## config.mk

```make
export PLATFORM = sky130hd
export DESIGN_NAME = store_buffer_flat
export DESIGN_NICKNAME = d
export VERILOG_FILES = /design/src/rtl/store_buffer_if.sv /design/src/rtl/store_buffer.sv /design/src/flat_wrapper.sv
export SDC_FILE = /design/constraint.sdc
export NUM_CORES = 1
export LEC_CHECK = 0
export ABC_AREA = 1
export ABC_CLOCK_PERIOD_IN_PS = 11500
export CORE_MARGIN = 4
export CORE_UTILIZATION = 59
export DETAILED_ROUTE_END_ITERATION = 8
export PLACE_DENSITY = 0.92
export SLEW_MARGIN = 30
export SYNTH_ARGS = -nofsm -noshare
export SYNTH_HDL_FRONTEND = slang
export SYNTH_SLANG_ARGS = --single-unit
```

## constraint.sdc

```tcl
create_clock -name clock -period 11.5 [get_ports clock]
set_clock_uncertainty 0.15 [all_clocks]
set_input_delay 2.875 -clock clock [delete_from_list [all_inputs] [get_ports clock]]
set_output_delay 2.875 -clock clock [all_outputs]
set_load 0.01 [all_outputs]
```

## src/rtl/store_buffer_if.sv

```systemverilog
// Store buffer bus: issue side from the store RS, commit side from the ROB,
// and the data-memory write port.
interface store_buffer_if;
    logic        storeEnable;
    logic [5:0]  robNum_in;
    logic [31:0] data_in;
    logic [31:0] addr_in;
    logic [2:0]  subType;
    logic        full;
    logic        readyValid;
    logic [5:0]  readyRob;
    logic        commitValid;
    logic [5:0]  commitRob;
    logic        flush;
    logic        memReq;
    logic [31:0] memAddr;
    logic [31:0] memWData;
    logic [3:0]  memByteEn;
    logic        memAck;
    logic        alignErr;
    logic [5:0]  alignRob;

    modport master (
        output storeEnable, robNum_in, data_in, addr_in, subType,
        output commitValid, commitRob, flush, memAck,
        input  full, readyValid, readyRob, memReq, memAddr, memWData,
        input  memByteEn, alignErr, alignRob
    );

    modport slave (
        input  storeEnable, robNum_in, data_in, addr_in, subType,
        input  commitValid, commitRob, flush, memAck,
        output full, readyValid, readyRob, memReq, memAddr, memWData,
        output memByteEn, alignErr, alignRob
    );
endinterface

```

## src/rtl/store_buffer.sv

```systemverilog
// Store buffer: holds issued stores until ROB commit, then drains them
// in order to data memory, one at a time.
//
// state | meaning
// IDLE  | waiting for a committed head entry
// REQ   | write request held on the memory port until memAck
// ACKD  | one-cycle gap after a pop (ack or misaligned discard)
module store_buffer #(
    parameter int DEPTH = 4
) (
    input  logic         clock,
    input  logic         reset,
    store_buffer_if.slave sb
);
    localparam int PW = (DEPTH > 1) ? $clog2(DEPTH) : 1;
    localparam int CW = PW + 1;

    typedef enum logic [1:0] {IDLE, REQ, ACKD} state_t;

    logic [5:0]       rob_q  [DEPTH];
    logic [31:0]      data_q [DEPTH];
    logic [31:0]      addr_q [DEPTH];
    logic [2:0]       sub_q  [DEPTH];
    logic [DEPTH-1:0] cmt_q, cmt_d;
    logic [PW-1:0]    head_q, head_d, tail_q, tail_d;
    logic [CW-1:0]    count_q, count_d, cnt_pop, ncmt;

    state_t      state_q;
    logic        mem_req_q, align_err_q, ready_valid_q;
    logic [31:0] mem_addr_q, mem_wdata_q;
    logic [3:0]  mem_be_q;
    logic [5:0]  align_rob_q, ready_rob_q;

    logic        enq, pop, head_ready, h_mis;
    logic [3:0]  h_be;
    logic [31:0] h_wd;

    // True when slot idx lies inside the window of c entries starting at h.
    function automatic logic in_win(input int idx, input logic [PW-1:0] h,
                                    input logic [CW-1:0] c);
        logic [PW-1:0] off;
        off = PW'(idx) - h;
        return {1'b0, off} < c;
    endfunction

    assign sb.full       = (count_q == CW'(DEPTH));
    assign sb.readyValid = ready_valid_q;
    assign sb.readyRob   = ready_rob_q;
    assign sb.memReq     = mem_req_q;
    assign sb.memAddr    = mem_addr_q;
    assign sb.memWData   = mem_wdata_q;
    assign sb.memByteEn  = mem_be_q;
    assign sb.alignErr   = align_err_q;
    assign sb.alignRob   = align_rob_q;

    assign enq        = sb.storeEnable && !sb.full && !sb.flush;
    assign head_ready = (count_q != '0) && cmt_q[head_q];
    assign pop        = ((state_q == IDLE) && head_ready && h_mis) ||
                        ((state_q == REQ) && sb.memAck);

    // Byte-lane steering and alignment check for the head entry.
    always_comb begin
        h_be  = 4'b0000;
        h_wd  = 32'h0;
        h_mis = 1'b0;
        case (sub_q[head_q])
            3'b000: begin
                h_be = 4'b0001 << addr_q[head_q][1:0];
                h_wd = {4{data_q[head_q][7:0]}};
            end
            3'b001: begin
                h_mis = addr_q[head_q][0];
                h_be  = addr_q[head_q][1] ? 4'b1100 : 4'b0011;
                h_wd  = {2{data_q[head_q][15:0]}};
            end
            3'b010: begin
                h_mis = (addr_q[head_q][1:0] != 2'b00);
                h_be  = 4'b1111;
                h_wd  = data_q[head_q];
            end
            default: h_mis = 1'b1;
        endcase
    end

    // Pointer/count/commit next state; commit lands before flush truncates.
    always_comb begin
        cmt_d = cmt_q;
        if (sb.commitValid) begin
            for (int i = 0; i < DEPTH; i++) begin
                if (in_win(i, head_q, count_q) && rob_q[i] == sb.commitRob)
                    cmt_d[i] = 1'b1;
            end
        end
        head_d  = head_q + PW'(pop);
        cnt_pop = count_q - CW'(pop);
        ncmt    = '0;
        for (int i = 0; i < DEPTH; i++) begin
            if (in_win(i, head_d, cnt_pop) && cmt_d[i])
                ncmt = ncmt + CW'(1);
        end
        if (sb.flush) begin
            tail_d  = head_d + ncmt[PW-1:0];
            count_d = ncmt;
        end else begin
            tail_d  = tail_q + PW'(enq);
            count_d = cnt_pop + CW'(enq);
            if (enq)
                cmt_d[tail_q] = 1'b0;
        end
    end

    // Queue pointers, commit flags and the issue acknowledgement pulse.
    always_ff @(posedge clock or negedge reset) begin
        if (!reset) begin
            head_q        <= '0;
            tail_q        <= '0;
            count_q       <= '0;
            cmt_q         <= '0;
            ready_valid_q <= 1'b0;
            ready_rob_q   <= '0;
        end else begin
            head_q        <= head_d;
            tail_q        <= tail_d;
            count_q       <= count_d;
            cmt_q         <= cmt_d;
            ready_valid_q <= enq;
            if (enq)
                ready_rob_q <= sb.robNum_in;
        end
    end

    // Entry payload storage; validity is tracked by head/count only.
    always_ff @(posedge clock) begin
        if (enq) begin
            rob_q[tail_q]  <= sb.robNum_in;
            data_q[tail_q] <= sb.data_in;
            addr_q[tail_q] <= sb.addr_in;
            sub_q[tail_q]  <= sb.subType;
        end
    end

    // Drain FSM with registered memory-port and alignment-error outputs.
    always_ff @(posedge clock or negedge reset) begin
        if (!reset) begin
            state_q     <= IDLE;
            mem_req_q   <= 1'b0;
            mem_addr_q  <= '0;
            mem_wdata_q <= '0;
            mem_be_q    <= '0;
            align_err_q <= 1'b0;
            align_rob_q <= '0;
        end else begin
            align_err_q <= 1'b0;
            case (state_q)
                IDLE: begin
                    if (head_ready) begin
                        if (h_mis) begin
                            align_err_q <= 1'b1;
                            align_rob_q <= rob_q[head_q];
                            state_q     <= ACKD;
                        end else begin
                            mem_req_q   <= 1'b1;
                            mem_addr_q  <= {addr_q[head_q][31:2], 2'b00};
                            mem_wdata_q <= h_wd;
                            mem_be_q    <= h_be;
                            state_q     <= REQ;
                        end
                    end
                end
                REQ: begin
                    if (sb.memAck) begin
                        mem_req_q <= 1'b0;
                        state_q   <= ACKD;
                    end
                end
                default: state_q <= IDLE;
            endcase
        end
    end
endmodule

```

## src/flat_wrapper.sv

```systemverilog
// flat-port wrapper written by rule: the top's interface ports become plain ports
module store_buffer_flat 
#(
    parameter int DEPTH = 4
)
  (clock, reset, sb_storeEnable, sb_robNum_in, sb_data_in, sb_addr_in, sb_subType, sb_commitValid, sb_commitRob, sb_flush, sb_memAck, sb_full, sb_readyValid, sb_readyRob, sb_memReq, sb_memAddr, sb_memWData, sb_memByteEn, sb_alignErr, sb_alignRob);
  store_buffer_if sb_i ();
  input  logic clock;
  input  logic reset;
  input wire logic [$bits(sb_i.storeEnable)-1:0] sb_storeEnable;
  input wire logic [$bits(sb_i.robNum_in)-1:0] sb_robNum_in;
  input wire logic [$bits(sb_i.data_in)-1:0] sb_data_in;
  input wire logic [$bits(sb_i.addr_in)-1:0] sb_addr_in;
  input wire logic [$bits(sb_i.subType)-1:0] sb_subType;
  input wire logic [$bits(sb_i.commitValid)-1:0] sb_commitValid;
  input wire logic [$bits(sb_i.commitRob)-1:0] sb_commitRob;
  input wire logic [$bits(sb_i.flush)-1:0] sb_flush;
  input wire logic [$bits(sb_i.memAck)-1:0] sb_memAck;
  output wire logic [$bits(sb_i.full)-1:0] sb_full;
  output wire logic [$bits(sb_i.readyValid)-1:0] sb_readyValid;
  output wire logic [$bits(sb_i.readyRob)-1:0] sb_readyRob;
  output wire logic [$bits(sb_i.memReq)-1:0] sb_memReq;
  output wire logic [$bits(sb_i.memAddr)-1:0] sb_memAddr;
  output wire logic [$bits(sb_i.memWData)-1:0] sb_memWData;
  output wire logic [$bits(sb_i.memByteEn)-1:0] sb_memByteEn;
  output wire logic [$bits(sb_i.alignErr)-1:0] sb_alignErr;
  output wire logic [$bits(sb_i.alignRob)-1:0] sb_alignRob;
  assign sb_i.storeEnable = sb_storeEnable;
  assign sb_i.robNum_in = sb_robNum_in;
  assign sb_i.data_in = sb_data_in;
  assign sb_i.addr_in = sb_addr_in;
  assign sb_i.subType = sb_subType;
  assign sb_i.commitValid = sb_commitValid;
  assign sb_i.commitRob = sb_commitRob;
  assign sb_i.flush = sb_flush;
  assign sb_i.memAck = sb_memAck;
  assign sb_full = sb_i.full;
  assign sb_readyValid = sb_i.readyValid;
  assign sb_readyRob = sb_i.readyRob;
  assign sb_memReq = sb_i.memReq;
  assign sb_memAddr = sb_i.memAddr;
  assign sb_memWData = sb_i.memWData;
  assign sb_memByteEn = sb_i.memByteEn;
  assign sb_alignErr = sb_i.alignErr;
  assign sb_alignRob = sb_i.alignRob;
  store_buffer #(.DEPTH(DEPTH)) u_core (.clock(clock), .reset(reset), .sb(sb_i));
endmodule
```

==> results.md, run 1 <==
* Worst-Margin Slew at 0.930 ns
* Metal2 WL at 18900 um
* Vias in the first global route at 10300
* Port Buf Inserts at 166
* Leakage at 7.09 nW
* I/O Pins at 169
* Synth unique cells at 43
* Post-synth top area share at 0.571
* Slowest CP cell: dfrtp_1
* Clk_lat worst skew at 0.53 ns
* Vert. Die Dim at 169 um
* Syn Inst Count at 1158
* Worst path max stage delay at 0.60 ns
* Filler cell count at 1540
* Total gr overflow at 0
* Nature of the critical path endpoint: flop
* Critical Path RT at 11.77 ns
* CORE AREA at 25400 um^2
* Seq cells post-synth at 386
* Clock tree buffer depth at 3
* Ratio of cells with drive above 1 in the final layout at 0.102
* Die width at 169 um
* Peak supply drop at 0.136 mV
* Rows at 58
* P&R area growth vs syn at 20.4%
* Top delay family on crit path: simple AND/OR/NAND/NOR gates
* Routability congestion estimate at 0.880
* Worst Hold Class: flop to flop
* Max Fclk at 146 MHz
* Cell mode on critical path: nand2_1
* Routed WL at 37800 um
* Data arrival, critical path at 7.10 ns
* Overall Power at 4.97 mW
* Initial core utilization at 0.604
* Final worst-path cycle share at 0.594
* Slew HR at 0.380
* Syn Std Cell Area at 15400 um^2
* Root buffer cell: clkbuf_16
* Met3 wire len at 3160 um
* Unrepaired setup endpoints after global routing: false
* Max_cap viols at 0
* Power per cell area at 269 nW/um^2
* Worst-path clk slew at 0.06 ns
* Tot GR Track Use at 0.259
* Ys Warns at 0
* Placed Cells incl. Taps at 1614
* Main synth FF type: edfxtp_1
* Pins Over Slew Limit at 0
* Die area at 28700 um^2
* Fin util at 0.728
* CTS Buf Count at 37
* CTS tree: done
* First-pass GRT wire length at 57800 um
* CTS Hold Buffers Added at 0
* Setup violations, final at 0
* Final Hold Vio Count at 0
* Initial antenna violation count at 2
* Final Critical Period at 6.84 ns
* DP Wirelength at 22900 um
* Final hold slack at 0.319 ns
* Most common cell in the netlist: edfxtp_1
* Yosys top cell by area: edfxtp_1
* WP buf/inv at 5
* Outcome: finished clean
* Largest net degree at the start of global routing at 75
* # nets final at 1426
* Wire length on met1 at 14300 um
* Post-synth EDFFs at 292
* DRT antenna net count at 0
* Clock sinks at 386
* Post-CTS setup repair buffer count at 0
* Finished Layout Cells at 1683
* Seq/Total Area, Yosys at 0.724
* Setup_tns at 0 ns
* DRC at 0
* Overall via count from detail_route at 10300
* CP max FO at 35
* Ranking of synthesized cells by area: edfxtp_1, dfrtp_1, nand2_1
* CTS H-tree depth at 2
* Ys async rst share at 0.244
* 1st-pass router iterations at 5
* Vias per cell at 6.13
* WL per Instance at 22.4 um
* Syn Area/Cell at 13.3 um^2
* Crit Path Category: flop to flop
* Post-synth top cells: edfxtp_1, nand2_1, dfrtp_1, inv_1, nor2_1
* Crit path launch type: flop
* Resized Gates After CTS at 0
* Iter 0 DRT Violations at 1288
* Highest metal used: met5
final cells by class:
class                      instances  area (um^2)  share of cell area
sequential                       386        11100               0.601
antenna                            1         2.50            0.000135
clock inverter                    13          138             0.00744
multi-input combinational        640         3660               0.198
inverter                          82          313              0.0169
timing repair buffer             176         1750              0.0946
clock buffer                      55         1090              0.0591
tap                              330          413              0.0223
layer usage:
layer,vias up,track usage
li1,4552,-
met1,5069,0.345
met2,589,0.429
met3,108,0.0512
met4,2,0.0942
met5,-,0
through the flow:
step | area, um^2 | setup WS, ns
CTS | 18500 | 4.72
global placement | 17200 | 4.89
detailed placement | 17300 | 4.83
floorplan | 15400 | 1.88
finish | 18500 | 4.66
global route | 18500 | 3.94
state kept, by name, indices dropped and copies added, names as in the netlist, 3 cells and up:
signal,count
u_core.addr_q,128
u_core.sb.memAddr,30
u_core.sb.alignRob,6
u_core.cmt_q,4
u_core.count_q,3
u_core.data_q,128
u_core.sub_q,12
u_core.sb.memWData,32
u_core.sb.readyRob,6
u_core.rob_q,24
u_core.sb.memByteEn,4
layout by cell type, fill, tap and decap left out, drive strengths merged, types with 21 or more instances in the layout:
master	n
a21oi	21
nand3	37
a221oi	37
clkdlybuf4s50	165
o22ai	37
edfxtp	292
a22o	30
nand2	241
inv	83
a22oi	29
o21ai	90
dfrtp	94
nor2	56
clkbuf	55
path summary, 6_finish.rpt:
kind                            depth (start not counted)                   from  slack, ns                     end
worst min register to register                          2  u_core.sb.readyRob[3]       0.32   u_core.sb.readyRob[3]
worst max-delay path                                   32       u_core.head_q[0]       4.66        u_core.tail_q[1]
max in group asynchronous                               2                  reset       7.84    u_core.sb.memAddr[4]
worst max register to register                         32       u_core.head_q[0]       4.66        u_core.tail_q[1]
min in group asynchronous                               1                  reset       2.19  u_core.sb.memWData[31]
worst min-delay path                                    2  u_core.sb.readyRob[3]       0.32   u_core.sb.readyRob[3]
worst reg2reg max path: cells and delay by family (launching register included):
kind,cells,cell delay [ns]
fa+ha+maj,4,0.95
buf+inv,5,1.22
simple gates,18,2.96
compound gates,3,0.47
flops,1,0.60
xor+xnor,2,0.38
report_power, final:
group | switching (mW) | internal, mW | leakage [nW] | total (mW)
combinational | 1.19 | 0.666 | 2.62 | 1.86
clock | 0.510 | 0.709 | 0.607 | 1.22
sequential | 0.135 | 1.76 | 3.86 | 1.89
total | 1.83 | 3.13 | 7.09 | 4.97
cells by family (layout without fill, tap and decap cells):
| logic type | count (synthesis) | in the layout | share of synthesized area |
|---|---|---|---|
| simple gates | 352 | 352 | 0.0949 |
| fa+ha+maj | 18 | 18 | 0.0147 |
| flops | 386 | 386 | 0.724 |
| other cells | 1 | 3 | 0.000244 |
| xor+xnor | 7 | 7 | 0.00399 |
| compound gates | 261 | 261 | 0.122 |
| buf+inv | 133 | 326 | 0.0398 |
No activity file was read; power rests on OpenSTA's default activity.
==> inputs of run 2 (changes only) <==
- ABC_CLOCK_PERIOD_IN_PS: 11500 -> 6000
- CORE_UTILIZATION: 59 -> 51
- PLACE_DENSITY: 0.92 -> 0.85
- clock period: 11.5 -> 6 ns (I/O delays scaled with it)
==> run 2 against run 1 <==
Effect of this change:
- first-iteration DRC count down 28%
- power up 89%
- clock power up 84%
- register-to-register slack worse by 3.9 ns
- worst hold slack better by 0.0024 ns
- critical endpoint unchanged
- sequential power up 92%
- sequential share of layout area down 0.37 points
- maximum frequency up 30%
- count of clock-buffer cells in the layout down 3
- sequential cell count unchanged
- setup slack worse by 3.9 ns
==> results.md, run 2 (synthesized netlist as in run 1, its figures left out) <==
* Outcome: finished clean
* DRT antenna net count at 0
* Data arrival, critical path at 5.51 ns
* Initial antenna violation count at 4
* R2r setup slk at 0.74 ns
* 1st-pass router iterations at 6
* DP Wirelength at 22700 um
* CTS Hold Buffers Added at 0
* Hold Crit Depth at 2
* WL per Instance at 20.8 um
* Launch point of the worst path: u_core.head_q[1]
* Worst path max stage delay at 0.57 ns
* Power per cell area at 504 nW/um^2
* Final Critical Period at 5.26 ns
* Worst Hold Class: flop to flop
* Finished Layout Cells at 1751
* Vias in the first global route at 10000
* Post-CTS setup repair buffer count at 0
* Reg2Reg Launch Point: u_core.head_q[1]
* Routability congestion estimate at 0.928
* Most frequent cells in the layout: edfxtp_1, nand2_1, clkdlybuf4s50_1, dfrtp_1, inv_1
* Overall Power at 9.37 mW
* Slew HR at 0.524
* Final worst slack at 0.745 ns
* Worst-Margin Slew at 0.713 ns
* Cell mode on critical path: nand2_1
* Resized Gates After CTS at 0
* Port Buf Inserts at 166
* Vias per cell at 5.75
* Critical Path RT at 6.26 ns
* Clock tree buffer depth at 3
* Finished Cell Area at 18600 um^2
* Routed WL at 36500 um
* Crit Path Category: flop to flop
* Crit path launch type: flop
* P&R area growth vs syn at 21.2%
* Leakage at 7.10 nW
* Slowest CP cell: dfrtp_1
* Vert. Die Dim at 181 um
* Max_cap viols at 0
* DRC at 0
* Die area at 32900 um^2
* Most common cell after layout, fill and taps aside: edfxtp_1
* CP endpoint: u_core.tail_q[1]
* Pins Over Slew Limit at 0
* Worst Reg-to-Reg Cells at 34
* Clk_lat worst skew at 0.52 ns
* Final Hold Vio Count at 0
* I/O Pins at 169
* First-pass GRT wire length at 55500 um
* Worst-path clk slew at 0.06 ns
* Initial core utilization at 0.518
* CP max FO at 20
* Placed Cells incl. Taps at 1682
* Tot GR Track Use at 0.214
* Total gr overflow at 0
* Hold Crit Start: u_core.sb.readyRob[0]
* Post-DP Area at 17400 um^2
* Setup violations, final at 0
* Ratio of cells with drive above 1 in the final layout at 0.101
* CTS tree: done
* Nature of the critical path endpoint: flop
* Unrepaired setup endpoints after global routing: false
* CORE AREA at 29600 um^2
* Final worst-path cycle share at 0.876
* Setup_tns at 0 ns
* Overall via count from detail_route at 10100
* Peak supply drop at 0.287 mV
* Largest net degree at the start of global routing at 88
* # nets final at 1434
* Die width at 181 um
* Clock sinks at 386
* Root buffer cell: clkbuf_16
* Iter 0 DRT Violations at 921
* Rows at 63
* CTS Buf Count at 37
* Reg2reg end: u_core.tail_q[1]
* Max Fclk at 190 MHz
* CTS H-tree depth at 2
* Pre-CTS setup slack at 0.642 ns
-- run 2: cell types whose count changed in the layout (fill, tap and decap cells not counted) --
cell and delta:
buf_4 +7, clkinv_2 +1, buf_12 +5, clkbuf_1 +4, inv_4 -2, clkinv_1 +5
buf_6 -4, nand2_8 +1, nand2_4 -1, clkbuf_8 -7, clkinvlp_4 -1
-- run 2: worst min-delay path by stage --
stage,to
after floorplan,u_core.state_q[0]
after global placement,u_core.sb.readyRob[1]
after detailed placement,u_core.sb.readyRob[0]
after CTS,u_core.sb.readyRob[0]
after global routing,u_core.sb.readyRob[0]
final,u_core.sb.readyRob[0]
-- run 2: area by class of cell --
type	instances	area (um^2)
Clock inverter	16	146
Fill cell	2174	11000
Sequential cell	386	11100
Antenna cell	1	2.50
Clock buffer	52	1010
Timing Repair Buffer	184	1860
Tap cell	390	488
Multi-Input combinational cell	640	3670
Inverter	82	308
-- run 2: stage by stage --
| stage | hold WS, ns | utilization |
|---|---|---|
| floorplan | 0.350 | - |
| global placement | 0.303 | 0.588 |
| detailed placement | 0.308 | 0.589 |
| CTS | 0.322 | 0.628 |
| global route | 0.342 | 0.628 |
| finish | 0.322 | 0.628 |
-- run 2: power by group --
group          internal [mW]  total, mW  switching (mW)
Clock                   1.28       2.24           0.961
Sequential              3.37       3.62           0.256
Combinational           1.31       3.51            2.20
Total                   5.96       9.37            3.41
-- run 2: per-layer routing --
layer  global-route usage  vias to the layer above  routed length, um
met3               0.0409                       76               2830
met2                0.358                      454              17900
met5                    0                        -                 26
met4               0.0775                        6               1100
met1                0.283                     4960              14700
li1                     -                     4567                  -
-- run 2: worst max-delay path, delay by kind of cell (launching register included) --
kind,cells,cell delay (ns)
xor+xnor,2,0.30
simple gates,18,1.84
buf+inv,7,0.84
fa+ha+maj,4,0.97
flops,1,0.57
compound gates,3,0.45
